$ cat src/rtl/mem_wb_stage.sv
// rtl/mem_wb_stage.sv - memory-access and write-back pipeline stage
//
// Drives a handshaked data-memory port, aligns and extends load data, flags
// misaligned and timed-out accesses, stalls upstream while an access is
// outstanding, and holds the MEM/WB register feeding the register file.
//
// Ports:
//   clk, rst                         clock, synchronous active-high reset
//   valid_mem .. rd_addr_mem         EX/MEM register contents
//   dmem_req/we/addr/wdata/be        data-memory request side
//   dmem_ack, dmem_rdata             data-memory response side
//   stall_mem                        freeze IF..EX/MEM this cycle
//   wb_reg_write_en/rd_addr/rd_data  register-file write port
//   misaligned_exc, bus_error        one-cycle exception pulses
//   exc_addr                         faulting address for either pulse
module mem_wb_stage #(
    parameter int TIMEOUT = 16
) (
    input  logic        clk,
    input  logic        rst,
    input  logic        valid_mem,
    input  logic        reg_write_en_mem,
    input  logic        MemtoReg_mem,
    input  logic        MemRead_mem,
    input  logic        MemWrite_mem,
    input  logic [2:0]  funct3_mem,
    input  logic [31:0] alu_result_mem,
    input  logic [31:0] rs2_data_mem,
    input  logic [4:0]  rd_addr_mem,
    output logic        dmem_req,
    output logic        dmem_we,
    output logic [31:0] dmem_addr,
    output logic [31:0] dmem_wdata,
    output logic [3:0]  dmem_be,
    input  logic        dmem_ack,
    input  logic [31:0] dmem_rdata,
    output logic        stall_mem,
    output logic        wb_reg_write_en,
    output logic [4:0]  wb_rd_addr,
    output logic [31:0] wb_rd_data,
    output logic        misaligned_exc,
    output logic        bus_error,
    output logic [31:0] exc_addr
);

    localparam logic [0:0] S_IDLE = 1'b0;
    localparam logic [0:0] S_WAIT = 1'b1;

    logic [0:0]  state;
    logic [7:0]  wait_cnt;

    logic        mem_op;
    logic        addr_bad;
    logic        misaligned;
    logic        timeout_abort;
    logic        complete;
    logic [1:0]  off;
    logic [31:0] byte_word;
    logic [15:0] half_sel;
    logic [31:0] load_data;

    assign off       = alu_result_mem[1:0];
    assign mem_op    = valid_mem & (MemRead_mem | MemWrite_mem);
    assign dmem_addr = {alu_result_mem[31:2], 2'b00};

    always_comb begin
        addr_bad = 1'b0;
        case (funct3_mem[1:0])
            2'b01:   addr_bad = off[0];
            2'b10:   addr_bad = |off;
            default: addr_bad = 1'b0;
        endcase
    end

    // Misalignment is only judged on entry; in WAIT the access is already known good.
    assign misaligned    = (state == S_IDLE) & mem_op & addr_bad;
    assign dmem_req      = ((state == S_IDLE) & mem_op & ~addr_bad) | (state == S_WAIT);
    assign timeout_abort = (state == S_WAIT) & ~dmem_ack & (wait_cnt == 8'(TIMEOUT - 1));
    assign stall_mem     = dmem_req & ~dmem_ack & ~timeout_abort;
    assign complete      = valid_mem & (mem_op ? (dmem_req & dmem_ack) : 1'b1);

    // A store takes priority when both read and write are flagged.
    always_comb begin
        dmem_we    = MemWrite_mem;
        dmem_be    = 4'b1111;
        dmem_wdata = rs2_data_mem;
        if (MemWrite_mem) begin
            case (funct3_mem[1:0])
                2'b00: begin
                    dmem_be    = 4'b0001 << off;
                    dmem_wdata = {4{rs2_data_mem[7:0]}};
                end
                2'b01: begin
                    dmem_be    = 4'b0011 << off;
                    dmem_wdata = {2{rs2_data_mem[15:0]}};
                end
                2'b10:   dmem_be = 4'b1111;
                default: dmem_be = 4'b0000;
            endcase
        end
    end

    assign byte_word = dmem_rdata >> {off, 3'b000};
    assign half_sel  = off[1] ? dmem_rdata[31:16] : dmem_rdata[15:0];

    always_comb begin
        load_data = 32'd0;
        case (funct3_mem)
            3'b000:  load_data = {{24{byte_word[7]}}, byte_word[7:0]};
            3'b001:  load_data = {{16{half_sel[15]}}, half_sel};
            3'b010:  load_data = dmem_rdata;
            3'b100:  load_data = {24'd0, byte_word[7:0]};
            3'b101:  load_data = {16'd0, half_sel};
            default: load_data = 32'd0;
        endcase
    end

    always_ff @(posedge clk) begin
        if (rst) begin
            state    <= S_IDLE;
            wait_cnt <= 8'd0;
        end else begin
            case (state)
                S_IDLE: begin
                    if (dmem_req && !dmem_ack) begin
                        state    <= S_WAIT;
                        wait_cnt <= 8'd0;
                    end
                end
                default: begin
                    if (dmem_ack || timeout_abort) begin
                        state    <= S_IDLE;
                        wait_cnt <= 8'd0;
                    end else begin
                        wait_cnt <= wait_cnt + 8'd1;
                    end
                end
            endcase
        end
    end

    always_ff @(posedge clk) begin
        if (rst) begin
            wb_reg_write_en <= 1'b0;
            wb_rd_addr      <= 5'd0;
            wb_rd_data      <= 32'd0;
            misaligned_exc  <= 1'b0;
            bus_error       <= 1'b0;
            exc_addr        <= 32'd0;
        end else begin
            wb_reg_write_en <= complete & reg_write_en_mem & (rd_addr_mem != 5'd0);
            if (complete) begin
                wb_rd_addr <= rd_addr_mem;
                wb_rd_data <= MemtoReg_mem ? load_data : alu_result_mem;
            end
            misaligned_exc <= misaligned;
            bus_error      <= timeout_abort;
            if (misaligned || timeout_abort) begin
                exc_addr <= alu_result_mem;
            end
        end
    end

endmodule

$ cat config.mk
export PLATFORM = sky130hd
export DESIGN_NAME = mem_wb_stage
export DESIGN_NICKNAME = d
export VERILOG_FILES = /design/src/rtl/mem_wb_stage.sv
export SDC_FILE = /design/constraint.sdc
export NUM_CORES = 1
export LEC_CHECK = 0
export BUFFER_PORTS_ARGS = -buffer_cell sky130_fd_sc_hd__buf_2
export CORE_MARGIN = 5
export CORE_UTILIZATION = 46
export CTS_CLUSTER_DIAMETER = 50
export DETAILED_ROUTE_END_ITERATION = 12
export PLACE_DENSITY = 0.87
export SETUP_SLACK_MARGIN = 0.4
export SYNTH_ARGS = -nofsm -noshare
export SYNTH_HDL_FRONTEND = slang
export SYNTH_SLANG_ARGS = --single-unit
$ cat constraint.sdc
create_clock -name clk -period 2 [get_ports clk]
set_input_delay 0.1 -clock clk [delete_from_list [all_inputs] [get_ports clk]]
set_output_delay 0.1 -clock clk [all_outputs]
set_load 0.02 [all_outputs]
Word level (Yosys, flattened, before mapping). Index checks and enable logic that the tools add are counted. W data, S select, Z words.

Word-level logic and storage cells: 61. Bits in registers: 81. Input port bits: 112. Output and inout port bits: 143.

Reduce and logical (&&, ||, !) cells: 9. $add $sub $neg: 1. Bitwise gates (word level): 18. Mux-type cells: 15. Eq/ne operators: 7. Shifts and indexed selects: 3.

Operator list (count): $pmux W32 S5 (1); $mux W32 (2); $pmux W32 S2 (1); $shr A32 B5 Y8 (1); $mux W8 (3); $mux W16 (1); $and A1 B1 Y1 (12); $pmux W4 S3 (1); $add A8 B1 Y8 const B (1); $eq A8 B4 Y1 const B (1); $eq A3 B3 Y1 const B (2); $reduce_bool A5 Y1 (1); $mux W1 (4); $mux W4 (1); $not A1 Y1 (4); $shl A1 B2 Y4 const A (1); $shl A2 B2 Y4 const A (1); $eq A3 B1 Y1 const B (1); $eq A3 B2 Y1 const B (1); $logic_not A3 Y1 (1); $eq A2 B1 Y1 const B (1); $eq A2 B2 Y1 const B (1); $logic_not A2 Y1 (1); $logic_or A1 B1 Y1 (2); 6 further kinds (7).

Logic depth before layout (Yosys ltp).
Word-level depth: 10. Depth in mapped cells: 8. Depth with buffers taken out: 6.

Worst setup path after synthesis. OpenSTA, ideal clock, no wires.

Kind: register -> register. Start: register wait_cnt[0]. End: register state. Required time: 1938 ps. Stages on the path, launching flop included: 6. Path slack: 206 ps. Path buffers: 1. Arrival: 1732 ps. Clock period less this slack: 1794 ps. Library setup time: 62 ps. Cells stage by stage: dfxtp_1 > ha_1 > and3_1 > clkbuf_1 > a311oi_1 > and2_1.

Word-level cells in the longest chain between the ends: 5.

Ends and longest elaborated chain: start, declared (line 50) `logic [7:0] wait_cnt;`; start signal, assigned (line 135) `wait_cnt <= wait_cnt + 8'd1;`; $eq A8 B4 Y1 (line 78) `assign timeout_abort = (state == S_WAIT) & ~dmem_ack & (wait_cnt == 8'(TIMEOUT - 1));`; $and A1 B1 Y1 (line 78); $logic_or A1 B1 Y1 (line 131) `if (dmem_ack || timeout_abort) begin`; $mux W1 (line 131); $mux W1 (line 123) `case (state)`; end signal, assigned (line 120) `state <= S_IDLE;`; end signal, assigned (line 126) `state <= S_WAIT;`; end signal, assigned (line 132) `state <= S_IDLE;`; end, declared (line 49) `logic [0:0] state;`.

No other way between the ends. A chain may end at the register's enable or synchronous reset.

Worst setup path in the final report.
Start: register wait_cnt[0]. End: output port stall_mem.

Word-level cells in the longest chain between the ends: 4.

Ends and longest elaborated chain: $eq A8 B4 Y1 (line 78); $and A1 B1 Y1 (line 78); $not A1 Y1 (line 79) `assign stall_mem = dmem_req & ~dmem_ack & ~timeout_abort;`; $and A1 B1 Y1 (line 79); end, declared (line 37) `output logic stall_mem,`.

No other way between the ends.

==> results.cfg <==
[clock_network]
h-tree-depth = 3
clockBufferDepth = 2
clk_latency_ns = 0.35
cts.clk_slew.worst_paths_ns = 0.09
cts_buffers = 9
tritoncts = yes
clock_sinks = 81
cts-root-buf = clkbuf_8

[final_layout]
fillers = 920
layout_common_cells = 251 x buf_2, 75 x dfxtp_1, 74 x a21oi_1, 56 x nand3_1, 48 x o21ai_0
final_common_cell = buf_2
drive_above_1_share = 0.4806
syn2layout_area_growth_pct = 35.04
nets = 886

[timing]
rsz0062_at_grt = yes
fmaxAchievable_mhz = 602.9
setup_viol = 0
fin_hold_ws_ns = 0.006302
hold_violations = 0
period_needed_ns = 1.659
tns_ns = 0
slew_headroom = 0.6143
tightest_slew_ns = 0.5750
finalClockSkew_ns = 0.01256
finalCritPeriodShare = 0.8294
final_max_slew_viol_count = 0

[detailed_routing]
wl_um = 18310
viasPerCell = 5.999
initialDrtViolationCount = 700
wl_per_cell_um = 20.05
ant_nets = 0
drt_first_pass_iters = 7
drc = 0
vias = 5477

[global_routing]
grt_pass1_wl_um = 27120
antenna_found_initial = 3
track_usage = 0.2676
grt_max_degree = 57
grt_pass1_vias = 5054
grt_overflow_total = 0

[setup_path]
startpoint = wait_cnt[0]
arrival_ns = 1.56
start_kind = flip-flop
reg2reg_from = wait_cnt[7]
slowest_delay_ns = 0.35
reg2reg_to = exc_addr[0]
endpoint_kind = output port
ff2ff_path_depth = 5
cp_top_family = flip-flops
required_ns = 1.90
regToRegSetupSlack_ns = 0.51
worstPathCellList = ha_4 -> and3_4 -> a311oi_2 -> buf_4
cp_max_fo = 6
slowest_stage = dfxtp_2
critPathKind = flip-flop to output port
endpoint = stall_mem
path_depth = 4
timing.critical_path.buf_inv = 1

[floorplan]
die_x_um = 111.7
initial_core_util = 0.4652
core_mm2 = 0.01023
rows = 37
die_area_mm2 = 0.01248
fp.dieH_um = 111.7
ios = 255

[worst_hold_path]
min_path_type = primary input to flip-flop

[power]
p_leak_nw = 2.865
switching_power_mw = 1.378
p_seq_frac = 0.398
swShare = 0.3169
irDropWorstVdd_uv = 343.7
pwr-share-clk = 0.339
combPwrFrac = 0.263
p_per_area_mw_per_mm2 = 676.8
p_int_mw = 2.972

[synth]
syn_area_mm2 = 0.004760
synth_edf_count = 0
ys_seq_area_frac = 0.3407
yosys_most_used_dff = dfxtp_1
synthCells = 565
ys_seq_elements = 81
avgSynthCellArea_um2 = 8.424
synth-async-reset-ratio = 0
synth_cell_type_count = 49
ys_warn_count = 0

[placement]
gp_congestion = 0.8360
place_hpwl_um = 13580
portBuffers = 252

[run_status]
status = finished, final reports clean

[job]
maxCapViolations = 0
## cell usage after synthesis (2+ instances only)
cell type  instances  share of area
a211o_1           15          0.028
a211oi_4           2         0.0084
a21oi_1           74          0.078
a22o_1            25          0.046
a22oi_1           16          0.025
a311oi_1          23          0.042
a41oi_1            3         0.0055
and2_1             3         0.0039
and3_1             4         0.0053
buf_1              2         0.0016
buf_2             21          0.022
buf_4             42          0.066
clkbuf_1          29          0.023
clkbuf_2           3         0.0032
dfxtp_1           81           0.34
ha_1               4          0.011
inv_1              8         0.0063
mux2_2            24          0.057
nand2_1           23          0.018
nand2b_1           4         0.0053
nand3_1           56          0.059
nor2_1             6         0.0047
nor2b_1            3         0.0039
nor3_1             2         0.0021
o211ai_1           2         0.0032
o21a_1             2         0.0032
o21ai_0           48          0.050
o21ai_1            3         0.0032
o221a_1            3         0.0071
o221a_2           13          0.031
o31ai_1            3         0.0047
## through the flow
stage               worst slack, ns  area [um2]  instances  power, mW    util
floorplan                    0.3289        4848        566      2.475       -
global placement             0.1167        5951        882      2.850  0.5816
detailed placement          0.02927        5951        882      2.864  0.5816
CTS                          0.3141        6270        901      4.315  0.6128
global route                 0.2929        6427        913      4.501  0.6282
finish                       0.3413        6427        913      4.350  0.6282
## flip-flops by register name, summed over array words and instances (netlist names)
signal / cells
exc_addr: 32
wb_rd_data: 32
wait_cnt: 8
wb_rd_addr: 5
bus_error: 1
misaligned_exc: 1
state: 1
wb_reg_write_en: 1
## area by class of cell
| class | instances | area (um2) | share of cell area |
|---|---|---|---|
| clock inverters | 6 | 115.1 | 0.01791 |
| clock buffers | 9 | 123.9 | 0.01927 |
| diodes | 3 | 7.507 | 0.001168 |
| multi-input cells | 379 | 2699 | 0.4199 |
| inverters | 9 | 33.78 | 0.005256 |
| flip-flops and latches | 81 | 1629 | 0.2535 |
| repair buffers | 290 | 1649 | 0.2566 |
| well taps | 136 | 170.2 | 0.02647 |
## power groups by stage
stage / Combinational, mW / Sequential [mW] / Clock, mW
floorplan: 0.616 / 1.86 / 0
global route: 1.21 / 1.74 / 1.55
CTS: 1.11 / 1.73 / 1.47
detailed placement: 1.10 / 1.77 / 0
global placement: 1.08 / 1.77 / 0
finish: 1.14 / 1.73 / 1.48
## worst reg2reg max path: stages, from the launching register on
cell	delay (ns)
dfxtp_2	0.35
nor4_4	0.40
and3_4	0.27
buf_6	0.16
o21ai_0	0.12
a21oi_1	0.14
## layer usage
layer / global-route usage / vias up / part of all wire
met3: 0.05870 / 43 / 0.088
met2: 0.4660 / 349 / 0.50
li1: - / 2508 / -
met5: 0 / - / 0
met1: 0.3272 / 2577 / 0.38
met4: 0.08678 / 0 / 0.030
## kinds of logic (layout without fill, tap and decap cells)
family,count (synthesis),in the layout,share of synthesized area
fa+ha+maj,4,4,0.01052
buf+inv,106,314,0.1230
mux,25,25,0.05889
compound gates,241,241,0.3531
simple gates,107,107,0.1130
flops,81,81,0.3407
other cells,1,5,0.0007879
## worst min-delay path by stage
stage	cells past startpoint	end	slack, ns	from
2_1_floorplan	1	wb_reg_write_en	0.24	reg_write_en_mem
3_3_place_gp	2	wb_reg_write_en	0.36	reg_write_en_mem
3_5_place_dp	2	wb_reg_write_en	0.37	reg_write_en_mem
4_1_cts	2	wb_reg_write_en	0.0006	reg_write_en_mem
5_1_grt	2	wb_reg_write_en	0.002	reg_write_en_mem
6_report	2	wb_reg_write_en	0.006	reg_write_en_mem
## timing repair
item                                    4_1_cts  5_1_grt
gates resized for setup                       5       19
setup buffers                                 1        8
endpoints found under the hold margin         2        0
endpoints found under the setup margin       45       60
cloned                                        1        1
hold buffers                                  2        0
pin swaps                                     2        7
(Power assumes the default switching activity.)
